===== config.mk =====
export PLATFORM = sky130hd
export DESIGN_NAME = mem_port_arbiter
export DESIGN_NICKNAME = d
export VERILOG_FILES = /design/src/rtl/mem_port_arbiter_pkg.sv /design/src/rtl/mem_port_arbiter_mux3.sv /design/src/rtl/mem_port_arbiter.sv
export SDC_FILE = /design/constraint.sdc
export NUM_CORES = 1
export LEC_CHECK = 0
export ABC_CLOCK_PERIOD_IN_PS = 1700
export CAP_MARGIN = 10
export CORE_AREA = 3 3 105 107
export CTS_CLUSTER_DIAMETER = 40
export DETAILED_ROUTE_END_ITERATION = 10
export DIE_AREA = 0 0 108 110
export GPL_ROUTABILITY_DRIVEN = 0
export PLACE_DENSITY = 0.66
export SLEW_MARGIN = 20
export SYNTH_ARGS = -nofsm -noshare
export SYNTH_HDL_FRONTEND = slang
export SYNTH_SLANG_ARGS = --single-unit

===== constraint.sdc =====
create_clock -name clk -period 1.7 [get_ports clk]
set_input_delay 0.34 -clock clk [delete_from_list [all_inputs] [get_ports clk]]
set_output_delay 0.34 -clock clk [all_outputs]
set_load 0.01 [all_outputs]

===== src/rtl/mem_port_arbiter_pkg.sv =====
// Shared definitions for the three-way memory port arbiter: FSM encoding,
// mux select codes and requester count.
package mem_port_arbiter_pkg;

  typedef enum logic {
    IDLE = 1'b0,
    BUSY = 1'b1
  } arb_state_e;

  localparam logic [1:0] SEL_REQ0 = 2'b00;
  localparam logic [1:0] SEL_REQ1 = 2'b01;
  localparam logic [1:0] SEL_REQ2 = 2'b10;

  localparam int NUM_REQ      = 3;
  localparam int MAX_WAIT_DEF = 15;

endpackage


===== src/rtl/mem_port_arbiter_mux3.sv =====
// Generic 3:1 word mux shared by the address and write-data paths.
// The unused select code 2'b11 yields zero.
module mem_port_arbiter_mux3
  import mem_port_arbiter_pkg::*;
#(
  parameter int DATA_WIDTH = 32
) (
  input  logic [1:0]            sel,
  input  logic [DATA_WIDTH-1:0] d0,
  input  logic [DATA_WIDTH-1:0] d1,
  input  logic [DATA_WIDTH-1:0] d2,
  output logic [DATA_WIDTH-1:0] y
);

  always_comb begin
    y = '0;
    case (sel)
      SEL_REQ0: y = d0;
      SEL_REQ1: y = d1;
      SEL_REQ2: y = d2;
      default:  y = '0;
    endcase
  end

endmodule


===== src/rtl/mem_port_arbiter.sv =====
// Round-robin owner of the single memory port for fetch/load/store requesters.
// Optional BUSY watchdog enabled by defining ARB_TIMEOUT_EN.
module mem_port_arbiter
  import mem_port_arbiter_pkg::*;
#(
  parameter int DATA_WIDTH = 32,
  parameter int MAX_WAIT   = MAX_WAIT_DEF
) (
  input  logic                  clk,
  input  logic                  reset,
  input  logic [NUM_REQ-1:0]    req,
  input  logic [NUM_REQ-1:0]    we_in,
  input  logic [DATA_WIDTH-1:0] addr0,
  input  logic [DATA_WIDTH-1:0] addr1,
  input  logic [DATA_WIDTH-1:0] addr2,
  input  logic [DATA_WIDTH-1:0] wdata0,
  input  logic [DATA_WIDTH-1:0] wdata1,
  input  logic [DATA_WIDTH-1:0] wdata2,
  output logic [NUM_REQ-1:0]    grant,
  output logic [1:0]            sel,
  output logic                  mem_req,
  output logic                  mem_we,
  output logic [DATA_WIDTH-1:0] mem_addr,
  output logic [DATA_WIDTH-1:0] mem_wdata,
  input  logic                  mem_ack,
  output logic [NUM_REQ-1:0]    done,
  output logic                  timeout_err
);

  arb_state_e         state_q, state_d;
  logic [NUM_REQ-1:0] grant_q, grant_d;
  logic [NUM_REQ-1:0] done_q, done_d;
  logic [1:0]         sel_q, sel_d;
  logic [1:0]         last_q, last_d;
  logic               mem_req_q, mem_req_d;
  logic [1:0]         win;

`ifdef ARB_TIMEOUT_EN
  localparam int CNT_W = ($clog2(MAX_WAIT + 1) > 4) ? $clog2(MAX_WAIT + 1) : 4;
  logic [CNT_W-1:0]   cnt_q, cnt_d;
  logic               tmo_q, tmo_d;
`else
  logic               unused_max_wait;
  assign unused_max_wait = (MAX_WAIT != 0);
`endif

  function automatic logic [1:0] rr_next(input logic [1:0] idx);
    return (idx == 2'd2) ? 2'd0 : idx + 2'd1;
  endfunction

  // Search order last+1, last+2, last; only meaningful when req != 0.
  function automatic logic [1:0] rr_pick(input logic [NUM_REQ-1:0] r,
                                         input logic [1:0] last);
    logic [1:0] c1, c2;
    c1 = rr_next(last);
    c2 = rr_next(c1);
    if (r[c1])      return c1;
    else if (r[c2]) return c2;
    else            return last;
  endfunction

  always_comb begin
    state_d   = state_q;
    grant_d   = grant_q;
    sel_d     = sel_q;
    mem_req_d = mem_req_q;
    last_d    = last_q;
    done_d    = '0;
    win       = rr_pick(req, last_q);
`ifdef ARB_TIMEOUT_EN
    cnt_d     = cnt_q;
    tmo_d     = 1'b0;
`endif
    case (state_q)
      IDLE: begin
        if (|req) begin
          grant_d   = 3'b001 << win;
          sel_d     = win;
          mem_req_d = 1'b1;
          state_d   = BUSY;
`ifdef ARB_TIMEOUT_EN
          cnt_d     = '0;
`endif
        end
      end
      BUSY: begin
        // sel survives into IDLE so the muxes keep pointing at the last owner.
        if (mem_ack) begin
          done_d    = grant_q;
          grant_d   = '0;
          mem_req_d = 1'b0;
          last_d    = sel_q;
          state_d   = IDLE;
        end
`ifdef ARB_TIMEOUT_EN
        else if (cnt_q == CNT_W'(MAX_WAIT)) begin
          done_d    = grant_q;
          tmo_d     = 1'b1;
          grant_d   = '0;
          mem_req_d = 1'b0;
          last_d    = sel_q;
          state_d   = IDLE;
        end else begin
          cnt_d     = cnt_q + 1'b1;
        end
`endif
      end
      default: state_d = IDLE;
    endcase
  end

  always_ff @(posedge clk or posedge reset) begin
    if (reset) begin
      state_q   <= IDLE;
      grant_q   <= '0;
      sel_q     <= SEL_REQ0;
      mem_req_q <= 1'b0;
      done_q    <= '0;
      last_q    <= 2'd2;
`ifdef ARB_TIMEOUT_EN
      cnt_q     <= '0;
      tmo_q     <= 1'b0;
`endif
    end else begin
      state_q   <= state_d;
      grant_q   <= grant_d;
      sel_q     <= sel_d;
      mem_req_q <= mem_req_d;
      done_q    <= done_d;
      last_q    <= last_d;
`ifdef ARB_TIMEOUT_EN
      cnt_q     <= cnt_d;
      tmo_q     <= tmo_d;
`endif
    end
  end

  assign grant   = grant_q;
  assign sel     = sel_q;
  assign mem_req = mem_req_q;
  assign done    = done_q;

`ifdef ARB_TIMEOUT_EN
  assign timeout_err = tmo_q;
`else
  assign timeout_err = 1'b0;
`endif

  always_comb begin
    mem_we = 1'b0;
    case (sel_q)
      SEL_REQ0: mem_we = we_in[0];
      SEL_REQ1: mem_we = we_in[1];
      SEL_REQ2: mem_we = we_in[2];
      default:  mem_we = 1'b0;
    endcase
  end

  mem_port_arbiter_mux3 #(.DATA_WIDTH(DATA_WIDTH)) u_addr_mux (
    .sel (sel_q),
    .d0  (addr0),
    .d1  (addr1),
    .d2  (addr2),
    .y   (mem_addr)
  );

  mem_port_arbiter_mux3 #(.DATA_WIDTH(DATA_WIDTH)) u_wdata_mux (
    .sel (sel_q),
    .d0  (wdata0),
    .d1  (wdata1),
    .d2  (wdata2),
    .y   (mem_wdata)
  );

endmodule


# Word level (Yosys, flattened, before mapping)
# Index checks and enable logic that the tools add are counted.
# word_totals
regBits	12
input_bits	201
output_inout_bits	75
word_cells	45
# classes
n_addsub	2
magnitude_cmp	2
n_eq_ne	6
shift	1
n_mux	22
bitwise_logic	1
n_reduce_logical	5
# op_table
operator	n
$pmux W32 S3	2
$mux W3	4
$mux W2	4
$eq A2 B2 Y1 const B	3
$lt A2 B3 Y1 const B	2
$mux W1	6
$pmux W3 S2	1
$reduce_and A2 Y1	3
$add A2 B1 Y2 const B	2
$bmux W1 S2	2
$ne A2 B2 Y1 const B	2
$pmux W1 S2	2
$pmux W1 S3	1
$reduce_or A3 Y1	1
$shl A1 B2 Y3 const A	1
$eq A2 B1 Y1 const B	1
$logic_not A2 Y1	1
$not A1 Y1	1

# Logic depth before layout (Yosys ltp)
# Gate-level depths: netlist (run 1).
# logic_depth
word_depth	11
ltp_mapped	6
mapped_depth_nobuf	3

# Hierarchy
# From an unflattened synthesis (run 1), not the netlist that was laid out.
# unflattened
hier_cells	204
area_unflattened_um2	2124.5
# modules_own_cells
module	n_inst	cells_per_inst	area_per_inst_um2	seq_area_each_um2
mem_port_arbiter_mux3	2	77	787.0	0.0
mem_port_arbiter	1	50	550.5	301.5

# Least setup slack after synthesis (run 1)
# Ideal clock, no wire load.
# synth_timing
path_kind	register -> output
from	register sel_q[1], in the netlist sel[1]
to	output port mem_addr[10]
t_arrival_ns	1.260
required_time_ns	1.360
slack_ns	0.100
stages_incl_launch_ff	6
path_buffers	3
cell_sequence	dfrtp_1 -> buf_4 -> buf_6 -> buf_4 -> mux2i_1 -> o21ai_0
# synth_via
elab_chain_cells	2
word_cells_on_any_way	4
# synth_rtl
item	line_no	rtl
start, declared	mem_port_arbiter.sv:33	logic [1:0] sel_q, sel_d;
start signal, assigned	mem_port_arbiter.sv:127	sel_q <= sel_d;
$eq A2 B2 Y1, or another cell as far along	mem_port_arbiter_mux3.sv:17	case (sel)
$pmux W32 S3 (*)	mem_port_arbiter_mux3.sv:17	
end, declared	mem_port_arbiter.sv:23	output logic [DATA_WIDTH-1:0] mem_addr,
# Every way passes the cells marked *; elsewhere a longest branch is shown, timed or not.

# Worst setup path after layout (run 1)
# layout_timing
from	register sel_q[1], in the netlist sel[1]
to	output port mem_addr[19]
# The elaborated chain is that of the path after synthesis.

==> impl_metrics.json, run 1 <==
{
  "path_clk_slew_ns": 0.05,
  "fmax_ghz": 0.521,
  "root_buffer": "clkbuf_8",
  "place_ws_ns": -0.416,
  "maxCapViolations": 0,
  "crit_chain": "and2b_4, clkbuf_16, nand2_2, o21ai_2, buf_2",
  "initial_utilization_pct": 18.8,
  "drtAntennaViolNets": 0,
  "dp_hpwl_um": 8740,
  "die-area_um2": 11900,
  "clk_path_buf_depth": 2,
  "p_sw_mw": 1.78,
  "routed_wl_um": 11500,
  "finalSetupViolCount": 65,
  "period_share_pct": 113,
  "vdd_ir_drop_max_mv": 0.331,
  "yosysWarnings": 0,
  "fillCellCount": 1027,
  "power_mw": 4.11,
  "worstSetupPathType": "flop to output pin",
  "dr.pass1.iters": 4,
  "layout.cells.non_filler": 678,
  "viasPerCell": 4.51,
  "rows": 37,
  "finalSetupTns_ns": -12.25,
  "synth.avg_cell_area_um2": 7.32,
  "finalWorstSetupSlack_ns": -0.220,
  "finalNetCount": 744,
  "grt_pass1_vias": 2899,
  "track_usage_pct": 15.4,
  "numPortBuffers": 274,
  "htreeDepth": 1,
  "finalInstanceArea_um2": 4830,
  "hp-class": "input pin to asynchronous set/reset pin",
  "clkPwrFrac_pct": 7.5,
  "dr.first_iter.drc_count": 164,
  "violations": "setup timing",
  "ys_top_cells_by_area": "mux2i_1 (34%), dfrtp_1 (14%), o21ai_0 (14%)",
  "rsz0062_at_grt": "true",
  "vias": 3060,
  "worstPathRequired_ns": 1.36,
  "end_kind": "output pin",
  "max_stage_delay_ns": 0.50,
  "path_max_fanout": 6,
  "die_h_um": 110,
  "synthesis.area_um2": 1930,
  "grt_pass1_wl_um": 14500,
  "hold_violations": 0,
  "ios": 276,
  "place_area_um2": 4820,
  "dp_cells": 662,
  "cts_inserted_buffers": 3,
  "route.detailed.drc": 0,
  "drive_above_1_share_pct": 22.7,
  "drv_slew": 0,
  "n_antenna_cell": 0,
  "core_area_um2": 10200,
  "intPower_mw": 2.33,
  "ys_ff_latch": 12,
  "worstPathArrival_ns": 1.58,
  "netlist_instances": 263,
  "gr-total-overflow": 0,
  "syn_nets": 464,
  "clock_sinks": 12,
  "synth_top_cell_by_area": "mux2i_1",
  "seq_area_frac_synth_pct": 15.7,
  "swShare_pct": 43.3,
  "yosysUniqueCellTypes": 29,
  "antenna_found_initial": 0,
  "synth_flop_cell": "dfrtp_1",
  "yosysMostFrequentCell": "nand2_1",
  "status": "finished with violations",
  "clk_latency_ns": 0.24,
  "power_frac_comb_pct": 82.0,
  "power_leakage_nw": 2.18,
  "route.detailed.wl_per_inst_um": 17.0,
  "finClkSkew_ns": 0.000768,
  "p_per_area_nw_per_um2": 850,
  "period_minus_slack_ns": 1.92,
  "yosysTopAreaCellShare_pct": 33.8,
  "power.share.sequential_pct": 10.4,
  "synth_edf_count": 0,
  "cp-start-kind": "flop",
  "cts_tree": "built",
  "synth_common_cells": "nand2_1 (66), mux2i_1 (65), o21ai_0 (54)",
  "syn_to_final_growth_pct": 151,
  "slowest_stage": "dfrtp_4",
  "synth-async-reset-ratio_pct": 100,
  "grt_max_degree": 40,
  "dieWidth_um": 108
}
## stage by stage
step | utilization (%) | hold slack (ns)
3_5_place_dp | 47.1 | 0.520
3_3_place_gp | 47.1 | 0.517
5_1_grt | 47.2 | 0.481
2_1_floorplan | - | 0.204
6_report | 47.2 | 0.432
4_1_cts | 45.4 | 0.431
## metal layers
metal  vias to the layer above  track usage (%)  share of wire [%]  routed length, µm
li1                       1493                -                  -                  -
met2                       151             30.6                 54               6200
met3                         6             3.67                8.6                992
met4                         0             2.25               0.55                 63
met1                      1410             16.8                 37               4270
met5                         -                0                  0                  0
## critical path: cells and delay by family, from the launching register on
kind	cells	cell delay, ns
flip-flops	1	0.50
buffers and inverters	2	0.35
AND/OR/NAND/NOR	2	0.43
AO/OA/AOI/OAI	1	0.06
## cell families after synthesis
logic type	Yosys count	share of synthesized area, %
buffers and inverters	25	9.03
muxes	68	36.1
AOI/OAI and AO/OA	79	22.2
and+or+nand+nor	78	16.8
other	1	0.195
DFF	12	15.7
## layout by cell type, fill, tap and decap left out, types with 9 or more instances in the layout
cell	count
clkdlybuf4s50_1	207
dfrtp_1	9
nand2_1	51
nand2_2	12
o21ai_1	36
buf_4	9
buf_2	65
mux2i_1	64
o21ai_0	24
## path summary, 6_finish.rpt
check | from | to | slack (ns) | cells past startpoint
worst min-delay path | reset | last_q[0]$_DFFE_PP0P_ | 0.43 | 2
worst max register to register | last_q[1]$_DFFE_PP1P_ | grant[2]$_DFFE_PP0P_ | 0.32 | 3
max in group asynchronous | reset | sel[1]$_DFFE_PP0P_ | 0.91 | 2
worst min register to register | grant[1]$_DFFE_PP0P_ | grant[1]$_DFFE_PP0P_ | 0.53 | 1
worst max-delay path | sel[1]$_DFFE_PP0P_ | mem_addr[19] | -0.22 | 5
min in group clk | grant[1]$_DFFE_PP0P_ | grant[1]$_DFFE_PP0P_ | 0.53 | 1
## power groups by stage
| stage | registers (mW) | logic, mW | clock network [mW] |
|---|---|---|---|
| 2_1_floorplan | 0.418 | 1.59 | 0 |
| 3_3_place_gp | 0.417 | 3.40 | 0 |
| 3_5_place_dp | 0.419 | 3.43 | 0 |
| 4_1_cts | 0.420 | 3.09 | 0.317 |
| 5_1_grt | 0.442 | 3.63 | 0.333 |
| 6_report | 0.427 | 3.37 | 0.310 |
## timing repair
| action | in CTS | in global routing |
|---|---|---|
| gates cloned | 1 | 7 |
| hold buffers | 0 | 0 |
| setup endpoints to repair | 67 | 65 |
| pin swaps | 0 | 4 |
| buffers inserted | 5 | 0 |
| gates resized for setup | 293 | 50 |
## sequential cells by signal, summed over array words and instances (netlist names)
| signal | flops |
|---|---|
| done | 3 |
| grant | 3 |
| last_q | 2 |
| mem_req | 1 |
| sel | 2 |
| state_q | 1 |
## final cells by class
class                           count  area (µm²)  share of cell area [%]
Clock buffer                        4        55.1                    1.14
Inverter                            2        7.51                   0.155
Multi-Input combinational cell    227        1540                    31.9
Sequential cell                    12         307                    6.35
Tap cell                          136         170                    3.52
Timing Repair Buffer              297        2750                    57.0
Note: power is estimated with default switching activity, not from simulation.
==> inputs of run 2 (changes only) <==
ABC_CLOCK_PERIOD_IN_PS = 2200   (was 1700)
CORE_AREA = 3 3 106 108   (was 3 3 105 107)
DIE_AREA = 0 0 109 111   (was 0 0 108 110)
DONT_BUFFER_PORTS = 1   (was not set)
PLACE_DENSITY = not set   (was 0.66)
clock period = 2.2 ns   (was 1.7 ns; I/O delays follow)
==> run 2 against run 1 <==
Effect of this change:
- the flow now finishes without violations
- utilization decreased by 27 points
- clock skew increased by 0.0025 ns
- clock power decreased by 33%
- cell area decreased by 58%
- global-route usage decreased by 4.8 points
- register-to-register slack improved by 0.51 ns
- sequential power decreased by 23%
- count of clock-buffer cells in the layout unchanged
- final cell count decreased by 43%
- die area increased by 1.8%
- total power decreased by 54%
- critical endpoint is now mem_addr[4]
- highest routed layer unchanged
==> impl_metrics.json, run 2 (synthesized netlist as in run 1, its figures left out) <==
{
  "antenna_found_initial": 0,
  "max_stage_delay_ns": 0.46,
  "period_minus_slack_ns": 2.07,
  "core_area_um2": 10300,
  "htreeDepth": 1,
  "finalInstanceArea_um2": 2040,
  "track_usage_pct": 10.6,
  "hp-class": "input pin to asynchronous set/reset pin",
  "dieWidth_um": 109,
  "dp_cells": 381,
  "initial_utilization_pct": 18.7,
  "viasPerCell": 5.09,
  "layout_common_cells": "nand2_1 (66), mux2i_1 (65), o21ai_0 (54)",
  "power_mw": 1.89,
  "rsz0062_at_grt": "false",
  "timing.rr.start": "last_q[1]$_DFFE_PP1P_",
  "root_buffer": "clkbuf_8",
  "path_buf_inv": 1,
  "fillCellCount": 1168,
  "layout.cells.non_filler": 385,
  "finalNetCount": 451,
  "drv_slew": 0,
  "path_clk_slew_ns": 0.05,
  "p_per_area_nw_per_um2": 925,
  "cts_hold_buffers": 0,
  "vdd_ir_drop_max_mv": 0.342,
  "vias": 1958,
  "hold_violations": 0,
  "cp.depth": 3,
  "grt_pass1_wl_um": 10200,
  "rows": 37,
  "cts_inserted_buffers": 3,
  "finClkSkew_ns": 0.00329,
  "end_kind": "output pin",
  "fmax_ghz": 0.483,
  "clk_latency_ns": 0.24,
  "n_antenna_cell": 0,
  "period_share_pct": 94.2,
  "reg2reg_slack_ns": 0.83,
  "path_max_fanout": 37,
  "drive_above_1_share_pct": 6.43,
  "status": "complete, no violations",
  "ios": 276,
  "mostFrequentLayoutCell": "nand2_1",
  "place_area_um2": 1990,
  "maxCapViolations": 0,
  "worstPathArrival_ns": 1.63,
  "worstPathRequired_ns": 1.76,
  "clk_path_buf_depth": 2,
  "power_leakage_nw": 0.886,
  "finalSetupTns_ns": 0,
  "cts_resized": 0,
  "slowest_stage": "o21ai_0",
  "crit_chain": "buf_6, mux2i_1, o21ai_0",
  "r2r_end": "grant[2]$_DFFE_PP0P_",
  "drtAntennaViolNets": 0,
  "rr_worst_depth": 3,
  "gr-total-overflow": 0,
  "routed_wl_um": 7400,
  "dr.first_iter.drc_count": 55,
  "clock_sinks": 12,
  "dr.pass1.iters": 4,
  "numPortBuffers": 0,
  "grt_pass1_vias": 1963,
  "max_slew_margin_pct": 63.6,
  "postCtsSetupBuffers": 0,
  "syn_to_final_growth_pct": 5.85,
  "timing_worst_slew_pin_value_ns": 0.540,
  "dp_hpwl_um": 6200,
  "route.detailed.drc": 0,
  "grt_max_degree": 66,
  "route.detailed.wl_per_inst_um": 19.2,
  "worstSetupPathType": "flop to output pin",
  "critical-path-top-delay-family": "compound AO/OA/AOI/OAI gates",
  "cp-start-kind": "flop",
  "finalSetupViolCount": 0,
  "die-area_um2": 12100,
  "die_h_um": 111,
  "cts_tree": "built"
}
## run 2: per-stage QoR
stage	hold WS [ns]	worst slack (ns)	utilization [%]
floorplan	0.304	0.500	-
global placement	0.351	0.317	19.2
detailed placement	0.359	0.286	19.2
CTS	0.101	0.0210	19.7
global route	0.119	0.0759	19.7
finish	0.0853	0.128	19.7
## run 2: power breakdown
group / total, mW / internal [mW] / leakage, nW / switching [mW]
Clock: 0.208 / 0.128 / 0.0228 / 0.0800
Combinational: 1.35 / 0.463 / 0.716 / 0.886
Sequential: 0.330 / 0.276 / 0.147 / 0.0549
## run 2: metal layers
metal  vias to the layer above  share of wire (%)  global-route usage [%]
li1                        897                  -                       -
met1                       896                 36                    10.9
met2                       162                 54                    21.1
met3                         3                 10                    2.85
met4                         0               0.30                    1.35
met5                         -                  0                       0
## run 2: final cells by class
cell class                      instances  area, µm²  area share (%)
Tap cell                              136        170            8.35
Sequential cell                        12        307            15.0
Clock buffer                            4       45.0            2.21
Timing Repair Buffer                    5       57.6            2.82
Multi-Input combinational cell        226       1450            71.2
Inverter                                2       7.51           0.368
## run 2: worst max path at each step
stage                         to          startpoint  slack (ns)
floorplan           mem_addr[10]  sel[1]$_DFFE_PP0P_        0.50
global placement     mem_addr[4]  sel[1]$_DFFE_PP0P_        0.32
detailed placement   mem_addr[4]  sel[1]$_DFFE_PP0P_        0.29
CTS                  mem_addr[4]  sel[1]$_DFFE_PP0P_        0.02
global route         mem_addr[4]  sel[1]$_DFFE_PP0P_        0.08
finish               mem_addr[4]  sel[1]$_DFFE_PP0P_        0.13
